===== src/rtl/multicycle_controller.sv =====
// multicycle_controller: fetch/decode/execute/mem/writeback sequencer for the
// multi-cycle RV32I core. One shared memory port, timeout trap, illegal-opcode trap.
//
// state  | meaning
// FETCH  | request instruction word at PC, latch into IR on mem_ready
// DECODE | classify opcode; FENCE retires here, illegal opcodes trap
// EXEC   | ALU operation; branches and jumps retire here
// MEM    | data load/store at ALU result address
// WB     | register-file write, PC advance
// TRAP   | halted until reset
module multicycle_controller #(
  parameter int MEM_TIMEOUT = 255
) (
  input  logic        clk,
  input  logic        rst,
  input  logic [31:0] instr,
  input  logic        branch_taken,
  input  logic        mem_ready,
  output logic        mem_req,
  output logic        mem_we,
  output logic        mem_addr_sel,
  output logic        ir_write,
  output logic        pc_write,
  output logic        pc_src,
  output logic        reg_write,
  output logic [1:0]  wb_sel,
  output logic        alu_a_sel,
  output logic        alu_b_sel,
  output logic [1:0]  alu_op,
  output logic [2:0]  imm_fmt,
  output logic        trap,
  output logic        trap_cause
);

  localparam int CW = (MEM_TIMEOUT > 1) ? $clog2(MEM_TIMEOUT + 1) : 1;

  typedef enum logic [2:0] {
    S_FETCH  = 3'd0,
    S_DECODE = 3'd1,
    S_EXEC   = 3'd2,
    S_MEM    = 3'd3,
    S_WB     = 3'd4,
    S_TRAP   = 3'd7
  } state_t;

  typedef enum logic [3:0] {
    C_LUI, C_AUIPC, C_JAL, C_JALR, C_BRANCH, C_LOAD, C_STORE,
    C_OPIMM, C_OP, C_FENCE, C_ILL
  } cls_t;

  state_t        r_state;
  state_t        w_next;
  logic [CW-1:0] r_cnt;
  logic [CW:0]   w_cnt_inc;
  logic          w_timeout;
  logic          r_trap;
  logic          r_trap_cause;
  logic          w_cause;
  cls_t          w_cls;
  logic          w_a_sel;
  logic          w_b_sel;
  logic [1:0]    w_op;
  logic [2:0]    w_fmt;
  logic          w_unused_instr;

  // only the opcode field steers the sequencer
  assign w_unused_instr = ^instr[31:7];

  assign w_cnt_inc = {1'b0, r_cnt} + (CW + 1)'(1);
  assign w_timeout = (MEM_TIMEOUT != 0) && (w_cnt_inc == (CW + 1)'(MEM_TIMEOUT));

  // opcode classification
  always_comb begin
    w_cls = C_ILL;
    case (instr[6:0])
      7'b0110111: w_cls = C_LUI;
      7'b0010111: w_cls = C_AUIPC;
      7'b1101111: w_cls = C_JAL;
      7'b1100111: w_cls = C_JALR;
      7'b1100011: w_cls = C_BRANCH;
      7'b0000011: w_cls = C_LOAD;
      7'b0100011: w_cls = C_STORE;
      7'b0010011: w_cls = C_OPIMM;
      7'b0110011: w_cls = C_OP;
      7'b0001111: w_cls = C_FENCE;
      default:    w_cls = C_ILL;
    endcase
  end

  // ALU operand/op and immediate format per class; held through EXEC, MEM and WB
  always_comb begin
    w_a_sel = 1'b0;
    w_b_sel = 1'b1;
    w_op    = 2'd0;
    w_fmt   = 3'd0;
    case (w_cls)
      C_LUI:    begin w_op = 2'd2; w_fmt = 3'd3; end
      C_AUIPC:  begin w_a_sel = 1'b1; w_fmt = 3'd3; end
      C_JAL:    begin w_a_sel = 1'b1; w_fmt = 3'd4; end
      C_BRANCH: begin w_a_sel = 1'b1; w_fmt = 3'd2; end
      C_STORE:  w_fmt = 3'd1;
      C_OPIMM:  w_op = 2'd1;
      C_OP:     begin w_op = 2'd1; w_b_sel = 1'b0; end
      C_JALR, C_LOAD: ;
      default:  begin w_b_sel = 1'b0; end
    endcase
  end

  // next-state and strobe decode; reset forces every output low
  always_comb begin
    w_next       = r_state;
    w_cause      = 1'b0;
    mem_req      = 1'b0;
    mem_we       = 1'b0;
    mem_addr_sel = 1'b0;
    ir_write     = 1'b0;
    pc_write     = 1'b0;
    pc_src       = 1'b0;
    reg_write    = 1'b0;
    wb_sel       = 2'd0;
    alu_a_sel    = 1'b0;
    alu_b_sel    = 1'b0;
    alu_op       = 2'd0;
    imm_fmt      = 3'd0;
    trap         = r_trap;
    trap_cause   = r_trap_cause;
    case (r_state)
      S_FETCH: begin
        mem_req = 1'b1;
        if (mem_ready) begin
          ir_write = 1'b1;
          w_next   = S_DECODE;
        end else if (w_timeout) begin
          w_next  = S_TRAP;
          w_cause = 1'b1;
        end
      end
      S_DECODE: begin
        if (w_cls == C_FENCE) begin
          pc_write = 1'b1;
          w_next   = S_FETCH;
        end else if (w_cls == C_ILL) begin
          w_next = S_TRAP;
        end else begin
          w_next = S_EXEC;
        end
      end
      S_EXEC: begin
        alu_a_sel = w_a_sel;
        alu_b_sel = w_b_sel;
        alu_op    = w_op;
        imm_fmt   = w_fmt;
        case (w_cls)
          C_LOAD, C_STORE: w_next = S_MEM;
          C_BRANCH: begin
            pc_write = 1'b1;
            pc_src   = branch_taken;
            w_next   = S_FETCH;
          end
          C_JAL, C_JALR: begin
            pc_write  = 1'b1;
            pc_src    = 1'b1;
            reg_write = 1'b1;
            wb_sel    = 2'd2;
            w_next    = S_FETCH;
          end
          default: w_next = S_WB;
        endcase
      end
      S_MEM: begin
        alu_a_sel    = w_a_sel;
        alu_b_sel    = w_b_sel;
        alu_op       = w_op;
        imm_fmt      = w_fmt;
        mem_req      = 1'b1;
        mem_addr_sel = 1'b1;
        mem_we       = (w_cls == C_STORE);
        if (mem_ready) begin
          if (w_cls == C_STORE) begin
            pc_write = 1'b1;
            w_next   = S_FETCH;
          end else begin
            w_next = S_WB;
          end
        end else if (w_timeout) begin
          w_next  = S_TRAP;
          w_cause = 1'b1;
        end
      end
      S_WB: begin
        alu_a_sel = w_a_sel;
        alu_b_sel = w_b_sel;
        alu_op    = w_op;
        imm_fmt   = w_fmt;
        reg_write = 1'b1;
        wb_sel    = (w_cls == C_LOAD) ? 2'd1 : 2'd0;
        pc_write  = 1'b1;
        w_next    = S_FETCH;
      end
      S_TRAP: w_next = S_TRAP;
      default: w_next = S_TRAP;
    endcase
    if (rst) begin
      mem_req      = 1'b0;
      mem_we       = 1'b0;
      mem_addr_sel = 1'b0;
      ir_write     = 1'b0;
      pc_write     = 1'b0;
      pc_src       = 1'b0;
      reg_write    = 1'b0;
      wb_sel       = 2'd0;
      alu_a_sel    = 1'b0;
      alu_b_sel    = 1'b0;
      alu_op       = 2'd0;
      imm_fmt      = 3'd0;
      trap         = 1'b0;
      trap_cause   = 1'b0;
    end
  end

  // state, wait counter (cleared on every state change) and sticky trap flags
  always_ff @(posedge clk) begin
    if (rst) begin
      r_state      <= S_FETCH;
      r_cnt        <= '0;
      r_trap       <= 1'b0;
      r_trap_cause <= 1'b0;
    end else begin
      r_state <= w_next;
      if (w_next != r_state) begin
        r_cnt <= '0;
      end else if ((r_state == S_FETCH || r_state == S_MEM) && !mem_ready) begin
        r_cnt <= w_cnt_inc[CW-1:0];
      end
      if (w_next == S_TRAP && r_state != S_TRAP) begin
        r_trap       <= 1'b1;
        r_trap_cause <= w_cause;
      end
    end
  end

endmodule


===== config.mk =====
export PLATFORM = sky130hd
export DESIGN_NAME = multicycle_controller
export DESIGN_NICKNAME = d
export VERILOG_FILES = /design/src/rtl/multicycle_controller.sv
export SDC_FILE = /design/constraint.sdc
export NUM_CORES = 1
export LEC_CHECK = 0
export BUFFER_PORTS_ARGS = -buffer_cell sky130_fd_sc_hd__buf_2
export CORE_MARGIN = 2
export CORE_UTILIZATION = 49
export CTS_CLUSTER_DIAMETER = 150
export DETAILED_ROUTE_END_ITERATION = 16
export GPL_TIMING_DRIVEN = 0
export PLACE_DENSITY = 0.82
export SLEW_MARGIN = 10
export SYNTH_ARGS = -nofsm -noshare
export SYNTH_HDL_FRONTEND = slang
export SYNTH_SLANG_ARGS = --single-unit

===== constraint.sdc =====
create_clock -name clk -period 2 [get_ports clk]
set_input_delay 0.1 -clock clk [delete_from_list [all_inputs] [get_ports clk]]
set_output_delay 0.1 -clock clk [all_outputs]
set_load 0.05 [all_outputs]

Word level (Yosys, flattened, before mapping)

Index checks and enable logic that the tools add are counted.

$add $sub $neg: 1
Equal/unequal tests: 28
Muxes and demuxes: 51
Reductions and logical operators: 16

Operators by type and width:

| cell                                                | count |
|---|---|
| case mux 4 bit (10 select lines)                    | 1 |
| two-way mux 1 bit                                   | 30 |
| two-way mux 3 bit                                   | 8 |
| equality test 7 x 6 -> 1 bit, second input constant | 3 |
| equality test 7 bit, second input constant          | 3 |
| equality test 4 x 3 -> 1 bit, second input constant | 4 |
| case mux 3 bit (5 select lines)                     | 1 |
| equality test 7 x 5 -> 1 bit, second input constant | 2 |
| equality test 4 bit, second input constant          | 3 |
| case mux 3 bit (4 select lines)                     | 1 |
| OR reduction 2 bit                                  | 6 |
| adder 8 x 1 -> 9 bit, second input constant         | 1 |
| equality test 9 x 8 -> 1 bit, second input constant | 1 |
| OR reduction 3 bit                                  | 3 |
| equality test 4 x 2 -> 1 bit, second input constant | 2 |
| two-way mux 2 bit                                   | 4 |
| case mux 2 bit (2 select lines)                     | 2 |
| OR reduction 8 bit                                  | 1 |
| equality test 7 x 2 -> 1 bit, second input constant | 1 |
| equality test 7 x 4 -> 1 bit, second input constant | 1 |
| equality test 3 x 2 -> 1 bit, second input constant | 2 |
| equality test 3 bit, second input constant          | 2 |
| case mux 3 bit (2 select lines)                     | 1 |
| equality test 4 x 1 -> 1 bit, second input constant | 1 |
| 10 further kinds                                    | 12 |

Flip-flop bits (word level): 13
Input port bits: 36
Output and inout port bits: 18
Logic and storage cells: 100

Longest topological paths before layout

Gate-level depths: netlist (run 1).

Depth in word-level cells: 8
Mapped depth: 7
Depth with buffers taken out: 7

Worst setup path before layout (run 1)

Ideal clock, no wire load.

Kind: register to output
Start: register r_state[1]
End: output alu_op[1]
Arrival: 2.617 ns
Data required time: 1.900 ns
Setup slack: -0.717 ns
Cell stages (with the launch flop): 5
Buffers on the path: 0
Path through: dfxtp_1 nor2b_1 o21bai_1 nor3_1 and3_1

Longest elaborated chain between the ends: 4
Elaborated cells on any way between the ends: 6
Those cells by class: eq/ne (3); mux (2); reduce/logical (1)

RTL lines:

| item                                                                       | line | source |
|---|---|---|
| from (decl)                                                                | 51   | `state_t r_state;` |
| from (signal assigned)                                                     | 229  | `r_state <= w_next;` |
| equality test 3 x 2 -> 1 bit / equality test 3 bit (equally long branches) | 127  | `case (r_state)` |
| OR reduction 3 bit (no source line) (*)                                    | n/a  |  |
| two-way mux 2 bit (*)                                                      | 127  |  |
| two-way mux 2 bit (*)                                                      | 203  | `if (rst) begin` |
| to (decl)                                                                  | 29   | `output logic [1:0] alu_op,` |

Mark *: on every way between the ends. The rest lies on a longest branch, timed or not.

Worst setup path after layout (run 1)

Start: register r_state[0]
End: output wb_sel[0]

Longest elaborated chain between the ends: 3
Elaborated cells on any way between the ends: 4
Those cells by class: eq/ne (2); mux (2)

RTL lines:

| item                                                                       | line | source |
|---|---|---|
| equality test 3 bit / equality test 3 x 2 -> 1 bit (equally long branches) | 127  |  |
| case mux 2 bit (2 select lines) (*)                                        | 127  |  |
| two-way mux 2 bit (*)                                                      | 203  |  |
| to (decl)                                                                  | 26   | `output logic [1:0] wb_sel,` |

Marks and branches as above.

==> results of run 1 <==
## Yosys cell counts, drive strengths merged, types with 3 or more instances
cell type / instances
and3: 6
xnor2: 4
buf: 7
a31oi: 3
o21ai: 6
nand2b: 3
nor3: 19
dfxtp: 13
nand2: 12
nor2b: 5
a21oi: 13
nand3: 10
nor2: 21
or2: 4
inv: 3
or3: 3
xor2: 4
o22ai: 4
## critical path, stage by stage (launching register included)
cell	delay, ns
dfxtp_1	0.34
buf_6	0.15
or2_2	0.31
or3_1	0.36
nor3_2	0.12
clkbuf_4	0.25
## per-stage QoR
step / utilization (%) / TNS [ns] / setup WS, ns / total power [W] / area, sq um
after floorplan: - / -0.0750 / -0.0729 / 0.00109 / 1380
after global placement: 58.2 / 0 / 0.0912 / 0.00125 / 1560
after detailed placement: 58.2 / 0 / 0.0688 / 0.00126 / 1560
after global routing: 60.3 / 0 / 0.00299 / 0.00157 / 1620
final: 60.3 / 0 / 0.0832 / 0.00146 / 1620
after CTS: 59.7 / -0.0169 / -0.0169 / 0.00144 / 1600
## how the worst min path moves through the flow
stage,to,cells after the start
after global routing,r_state[1],3
after floorplan,trap,1
final,r_state[1],3
after global placement,r_trap_cause,2
after CTS,r_state[0],3
after detailed placement,r_trap,2
## state kept, by name (all words and copies together) (netlist names)
register      count
r_trap_cause      1
r_trap            1
r_state           3
r_cnt             8
## routing by layer
metal	track usage [%]	part of all wire, %	up-vias
li1	-	-	723
met1	27.7	46	658
met2	36.2	46	45
met3	4.61	5.9	8
met4	7.48	1.6	0
met5	0	0	-
## logic make-up after synthesis
group           share of synthesized area (%)
fa+ha+maj                                1.84
flops                                    19.2
xor+xnor                                 5.16
simple gates                             37.8
compound gates                           28.0
mux                                      2.30
buf+inv                                  5.71
## repair_timing
| item | 4_1_cts | 5_1_grt |
|---|---|---|
| gates resized for setup | 3 | 6 |
| pin swaps | 0 | 1 |
| gates cloned | 0 | 0 |
| endpoints found under the setup margin | 5 | 13 |
## power groups by stage
| stage | Sequential, W | Combinational [W] | Clock [W] |
|---|---|---|---|
| final | 0.000344 | 0.000949 | 0.000168 |
| after global routing | 0.000348 | 0.00103 | 0.000188 |
| after CTS | 0.000335 | 0.000934 | 0.000175 |
| after detailed placement | 0.000340 | 0.000916 | 0 |
| after global placement | 0.000339 | 0.000908 | 0 |
| after floorplan | 0.000328 | 0.000760 | 0 |
## cell type report
cell class,count,area [sq um],area share [%]
Inverter,3,11.3,0.696
Multi-Input combinational cell,153,1070,66.1
Tap cell,31,38.8,2.40
Clock inverter,1,5.00,0.309
Clock buffer,3,22.5,1.39
Timing Repair Buffer,28,143,8.81
Sequential cell,13,263,16.2
Buffer,8,66.3,4.10
==> results.cfg, run 1 <==
[timing]
tightest_slew_ns = 0.459
hold_viol = 0
hold_ws_ns = 0.358
min_period_ns = 1.92
finClkSkew_ns = 0.00299
setup_viol = 0
relSlewSlack_pct = 69.4
rsz0062_at_grt = false
fmax_mhz = 522
fin_crit_sh_pct = 95.8
drv_slew = 0

[critical_path]
startpoint_type = flop
r2r_start = r_state[0]
rr_worst_depth = 7
critPathKind = flop to output pin
regToRegSetupSlack_ns = 0.12
crit_arrival_ns = 1.82
r2r_end = r_trap_cause
startpoint = r_state[0]
cp.required_ns = 1.90
crit_end = wb_sel[0]
cp-end-kind = output pin
crit_fanout = 10

[logic_synthesis]
syn_area_per_cell_sq_um = 7.68
synth_seq_cells = 13
synth-seq-area-share_pct = 19.2
synth.area.top_cells = dfxtp_1 (19%), nor3_1 (6.6%), nor2_1 (5.8%), a21oi_1 (4.8%), a31oi_4 (4.7%)
synthArstFlopShare_pct = 0
synth_top_area_cell = dfxtp_1
synth_top_area_share_pct = 19.2
yosys.cell_types.count = 51
synth_nets = 215
synthFlopType = dfxtp_1
netlist_instances = 177
yosys_warnings = 0
synth.cell_area_sq_um = 1360
synth_edf_count = 0

[drt]
viasPerCell = 5.98
wl_per_cell_um = 13.7
drt_wl_total_um = 3280
vias = 1434
remaining_drc_errors = 0
first_iter_violations = 70
drtAntennaViolNets = 0
dr.pass1.iters = 4

[floorplan]
initial_core_util_pct = 50.6
ios = 54
die_x_um = 56.7
std_cell_rows = 19
coreArea_sq_um = 2690
die_h_um = 56.7
die-area_sq_um = 3210

[finish]
instances_no_fill = 240
layout-drive-gt1-share_pct = 31.1
layout_common_cells = buf_2 (29), nor2_1 (19), nor3_1 (15), a21oi_1 (13), nand2_1 (12)
final_common_cell = buf_2
nets = 248
n_antenna_cell = 0
nFillCells = 250
area_delta_synth_final_pct = 19.2

[grt]
grt_overflow = 0
grt_use_total_pct = 21.8
antenna_found_initial = 0
grt_pass1_wl_um = 5730
grt_pass1_vias = 1357
grt_max_degree = 11

[clock_network]
post_cts_buffers = 0
numCtsBuffers = 3
cts_buffer_depth = 2
cts_tree = yes
cts_root_buffer = clkbuf_4
clock-sinks = 13
clkTransAtPathRegs_ns = 0.08
cts_hold_buf = 0
worstSkewPairLatency_ns = 0.28
h-tree-depth = 1

[pwr]
power.density_nw_per_um2 = 902
seq_power_share_pct = 23.5
p_leak_nw = 0.609
power_frac_comb_pct = 65.0
p_switching_w = 0.000727
power.share.clock_pct = 11.5
swShare_pct = 49.7
ir_drop_uv = 753
cellInternalPower_w = 0.000734

[min_path]
min_from = rst
hold_class = input pin to flop

[outcome]
status = finished clean

[placement]
gp_congestion = 0.929
port_buffers = 28
placed_cells = 236
place_hpwl_um = 2490

[job]
drv_cap = 0
Note: power is estimated with default switching activity, not from simulation.
==> run 2, diff against run 1 <==
- CELL_PAD_IN_SITES_DETAIL_PLACEMENT: unset -> 0
- CELL_PAD_IN_SITES_GLOBAL_PLACEMENT: unset -> 2
- CORE_UTILIZATION: 49 -> 26
- PLACE_DENSITY: 0.82 -> 0.8
- SLEW_MARGIN: 10 -> 20
==> results.cfg, run 2 (synthesized netlist as in run 1, its figures left out) <==
[finish]
largest_register_ffs = 8
nets = 248
n_antenna_cell = 0
final_common_cell = buf_2
largest-register = r_cnt
area_delta_synth_final_pct = 24.9
nFillCells = 585
layout-drive-gt1-share_pct = 31.1
layout_common_cells = buf_2 (28), nor2_1 (19), nor3_1 (15), a21oi_1 (13)
top_regs = r_cnt x8, r_state x3

[drt]
first_iter_violations = 45
drt-met1-wl_um = 2020
top_layer = met4
remaining_drc_errors = 0
dr.pass1.iters = 4
viasPerCell = 4.96
wl_met3_um = 109
wl_per_cell_um = 13.3
drtAntennaViolNets = 0
vias = 1383
route.met2.wl_um = 1560
drt_wl_total_um = 3720

[timing]
hold_viol = 0
fin_crit_sh_pct = 95.2
min_period_ns = 1.90
drv_slew = 0
tightest_slew_ns = 0.437
setup_viol = 0
hold_ws_ns = 0.408
rsz0062_at_grt = false
relSlewSlack_pct = 70.8
finClkSkew_ns = 0.00190
fmax_mhz = 525

[floorplan]
die_x_um = 76.3
coreArea_sq_um = 5070
die-area_sq_um = 5820
die_h_um = 76.3
initial_core_util_pct = 26.8
std_cell_rows = 26
ios = 54

[grt]
grt_pass1_vias = 1349
antenna_found_initial = 0
grt_pass1_wl_um = 6470
grt_max_degree = 11
grt_use_total_pct = 13.1
grt_overflow = 0

[critical_path]
cp.required_ns = 1.90
crit_fanout = 10
crit_arrival_ns = 1.80
cp-end-kind = output pin
startpoint_type = flop
critPathKind = flop to output pin

[pwr]
p_switching_w = 0.000733
power.share.clock_pct = 15.8
cellInternalPower_w = 0.000801
finalPower_w = 0.00153
seq_power_share_pct = 22.2
swShare_pct = 47.8
power.density_nw_per_um2 = 904
ir_drop_uv = 504
p_leak_nw = 0.612
power_frac_comb_pct = 62.0

[clock_network]
h-tree-depth = 1
clkTransAtPathRegs_ns = 0.06
numCtsBuffers = 3
clock-sinks = 13
cts_tree = yes
cts_hold_buf = 0
worstSkewPairLatency_ns = 0.25
post_cts_buffers = 0
cts_root_buffer = clkbuf_8
cts_buffer_depth = 2

[placement]
gp_congestion = 0.812
port_buffers = 28
place_hpwl_um = 2870

[min_path]
hold_class = input pin to flop

[job]
drv_cap = 0

[outcome]
status = finished clean
==> run 2: metal layers <==
metal / vias up / global-route usage [%]
li1: 720 / -
met1: 639 / 19.3
met2: 19 / 20.2
met3: 5 / 1.42
met4: 0 / 3.82
met5: - / 0
==> run 2: timing repair <==
item                                    4_1_cts  5_1_grt
resized for setup                             2       10
hold endpoints to repair                      0        0
endpoints found under the setup margin        4       13
==> run 2: final cells by class <==
class / instances / area (sq um) / share of cell area [%]
Inverter: 3 / 11.3 / 0.664
Buffer: 8 / 66.3 / 3.91
Timing Repair Buffer: 28 / 145 / 8.55
Tap cell: 70 / 87.6 / 5.16
Multi-Input combinational cell: 153 / 1080 / 63.6
Clock buffer: 4 / 45.0 / 2.65
Sequential cell: 13 / 262 / 15.4
==> run 2: final timing paths <==
kind	cells after the start	end	slack (ns)	start
worst max-delay path	5	wb_sel[0]	0.1	r_state[0]
worst min register to register	2	r_trap	0.50	r_trap
worst min-delay path	3	r_state[1]	0.41	rst
worst max register to register	6	r_trap	0.17	r_state[2]
==> run 2: worst max-delay path, stage by stage, from the launching register on <==
cell	delay (ns)
dfxtp_1	0.33
buf_6	0.15
or2_2	0.32
or3_1	0.37
nor3_2	0.15
buf_4	0.23
==> run 2: stage by stage <==
| step | util (%) | std cells | worst slack [ns] | area (sq um) | setup TNS (ns) |
|---|---|---|---|---|---|
| final | 33.4 | 279 | 0.0968 | 1700 | 0 |
| after global routing | 33.4 | 279 | 0.00676 | 1700 | 0 |
| after CTS | 32.8 | 279 | 0.0111 | 1660 | 0 |
| after detailed placement | 31.8 | 275 | 0.0365 | 1610 | 0 |
| after global placement | 31.8 | 275 | 0.0179 | 1610 | 0 |
| after floorplan | - | 177 | -0.0729 | 1380 | -0.0750 |
==> run 2: power groups by stage <==
| stage | Clock [W] | Sequential, W | Combinational, W |
|---|---|---|---|
| 2_1_floorplan | 0 | 0.000328 | 0.000760 |
| 3_3_place_gp | 0 | 0.000340 | 0.000935 |
| 5_1_grt | 0.000263 | 0.000347 | 0.00104 |
| 3_5_place_dp | 0 | 0.000340 | 0.000929 |
| 4_1_cts | 0.000253 | 0.000335 | 0.000939 |
| 6_report | 0.000242 | 0.000341 | 0.000951 |
==> run 3, diff against run 2 <==
- CORE_UTILIZATION: 26 -> 28
- PLACE_DENSITY: 0.8 -> 0.86
- SLEW_MARGIN: 20 -> 10
- clock period: 2 -> 2.45 ns (I/O delays scaled with it)
==> results.cfg, run 3 (synthesized netlist as in run 1, its figures left out) <==
[critical_path]
critPathKind = flop to output pin
crit_arrival_ns = 1.97
cp.required_ns = 2.33
max_stage_delay_ns = 0.44
startpoint_type = flop
slowest_stage = dfxtp_1
crit_top_cell = o21bai_1
crit_chain = nor2b_1 -> o21bai_1 -> and3b_1 -> o21bai_1 -> buf_2
cp-end-kind = output pin
crit_fanout = 6

[pwr]
p_switching_w = 0.000592
p_leak_nw = 0.599
seq_power_share_pct = 22.3
power_frac_comb_pct = 61.4
cellInternalPower_w = 0.000639
ir_drop_uv = 489
power.share.clock_pct = 16.3
power.density_nw_per_um2 = 762
swShare_pct = 48.1

[finish]
postLayoutCellArea_sq_um = 1620
nFillCells = 514
largest_register_ffs = 8
top_regs = r_cnt x8, r_state x3
fin_util_pct = 34.5
largest-register = r_cnt
area_delta_synth_final_pct = 19.0
final_common_cell = buf_2
nets = 248
n_antenna_cell = 0
layout_common_cells = buf_2 (30), nor2_1 (21), nor3_1 (17), a21oi_1 (13), dfxtp_1 (13)
instances_no_fill = 263
layout-drive-gt1-share_pct = 26.3

[placement]
dpl_cell_area_sq_um = 1570
port_buffers = 28
gp_congestion = 0.793
placed_cells = 259
place_hpwl_um = 2800

[clock_network]
clkTransAtPathRegs_ns = 0.06
cts_tree = yes
clock-sinks = 13
worstSkewPairLatency_ns = 0.25
h-tree-depth = 1
numCtsBuffers = 3
cts_resized = 0
cts_hold_buf = 0
cts_buffer_depth = 2
post_cts_buffers = 0
cts_root_buffer = clkbuf_8

[drt]
drtAntennaViolNets = 0
viasPerCell = 5.30
dr.pass1.iters = 4
first_iter_violations = 41
wl_per_cell_um = 14.1
drt_wl_total_um = 3700
remaining_drc_errors = 0
vias = 1394

[floorplan]
ios = 54
std_cell_rows = 25
coreArea_sq_um = 4690
die_x_um = 73.7
die_h_um = 73.7
initial_core_util_pct = 29.0
die-area_sq_um = 5430

[timing]
hold_ws_ns = 0.426
finClkSkew_ns = 0.00388
tns_ns = 0
rsz0062_at_grt = false
drv_slew = 0
fin_crit_sh_pct = 85.3
fmax_mhz = 479
relSlewSlack_pct = 62.8
setup_viol = 0
min_period_ns = 2.09
hold_viol = 0
tightest_slew_ns = 0.556

[grt]
grt_use_total_pct = 14.0
antenna_found_initial = 0
grt_pass1_wl_um = 6060
grt_max_degree = 11
grt_pass1_vias = 1239
grt_overflow = 0

[min_path]
hold_class = input pin to flop

[outcome]
status = finished clean

[job]
drv_cap = 0
## run 3: changes by cell type in the layout (fill, tap and decap cells not counted), sizes merged
cell	previous run	this run
buf	34	35
clkbuf	6	5
## run 3: path summary, 6_finish.rpt
check             start    endpoint  slack [ns]  depth (start not counted)
max          r_state[1]   alu_a_sel        0.36                          5
min                 rst  r_state[0]        0.43                          3
max reg2reg  r_state[1]    r_cnt[5]        0.49                          6
min reg2reg      r_trap      r_trap        0.51                          2
## run 3: metrics by stage
stage,worst slack (ns),power (W)
CTS,0.374,0.00124
floorplan,0.183,0.000883
finish,0.361,0.00123
global placement,0.474,0.00104
global route,0.259,0.00131
detailed placement,0.478,0.00104
## run 3: power by group through the flow
| stage | logic (W) | registers [W] | clock network, W |
|---|---|---|---|
| after floorplan | 0.000615 | 0.000268 | 0 |
| after global placement | 0.000756 | 0.000279 | 0 |
| after detailed placement | 0.000757 | 0.000279 | 0 |
| after CTS | 0.000759 | 0.000275 | 0.000204 |
| after global routing | 0.000821 | 0.000280 | 0.000213 |
| final | 0.000756 | 0.000275 | 0.000201 |
## run 3: metal layers
metal	share of wire, %	routed length, um	global-route usage (%)	vias up
li1	-	-	-	723
met1	52	1920	20.3	644
met2	45	1660	21.6	22
met3	2.2	83	1.37	5
met4	1.2	44	4.65	0
met5	0	0	0	-
## run 3: critical path, delay by kind of cell, from the launching register on
kind	cells	cell delay [ns]
buffers and inverters	1	0.27
flip-flops	1	0.44
AO/OA/AOI/OAI	2	0.35
AND/OR/NAND/NOR	2	0.66
## run 3: area by class of cell
class / count / area (sq um) / share of cell area, %
clock buffer: 4 / 45.0 / 2.79
sequential: 13 / 260 / 16.1
multi-input combinational: 153 / 1030 / 63.5
timing repair buffer: 28 / 140 / 8.67
buffer: 8 / 66.3 / 4.10
tap: 54 / 67.6 / 4.18
inverter: 3 / 11.3 / 0.697
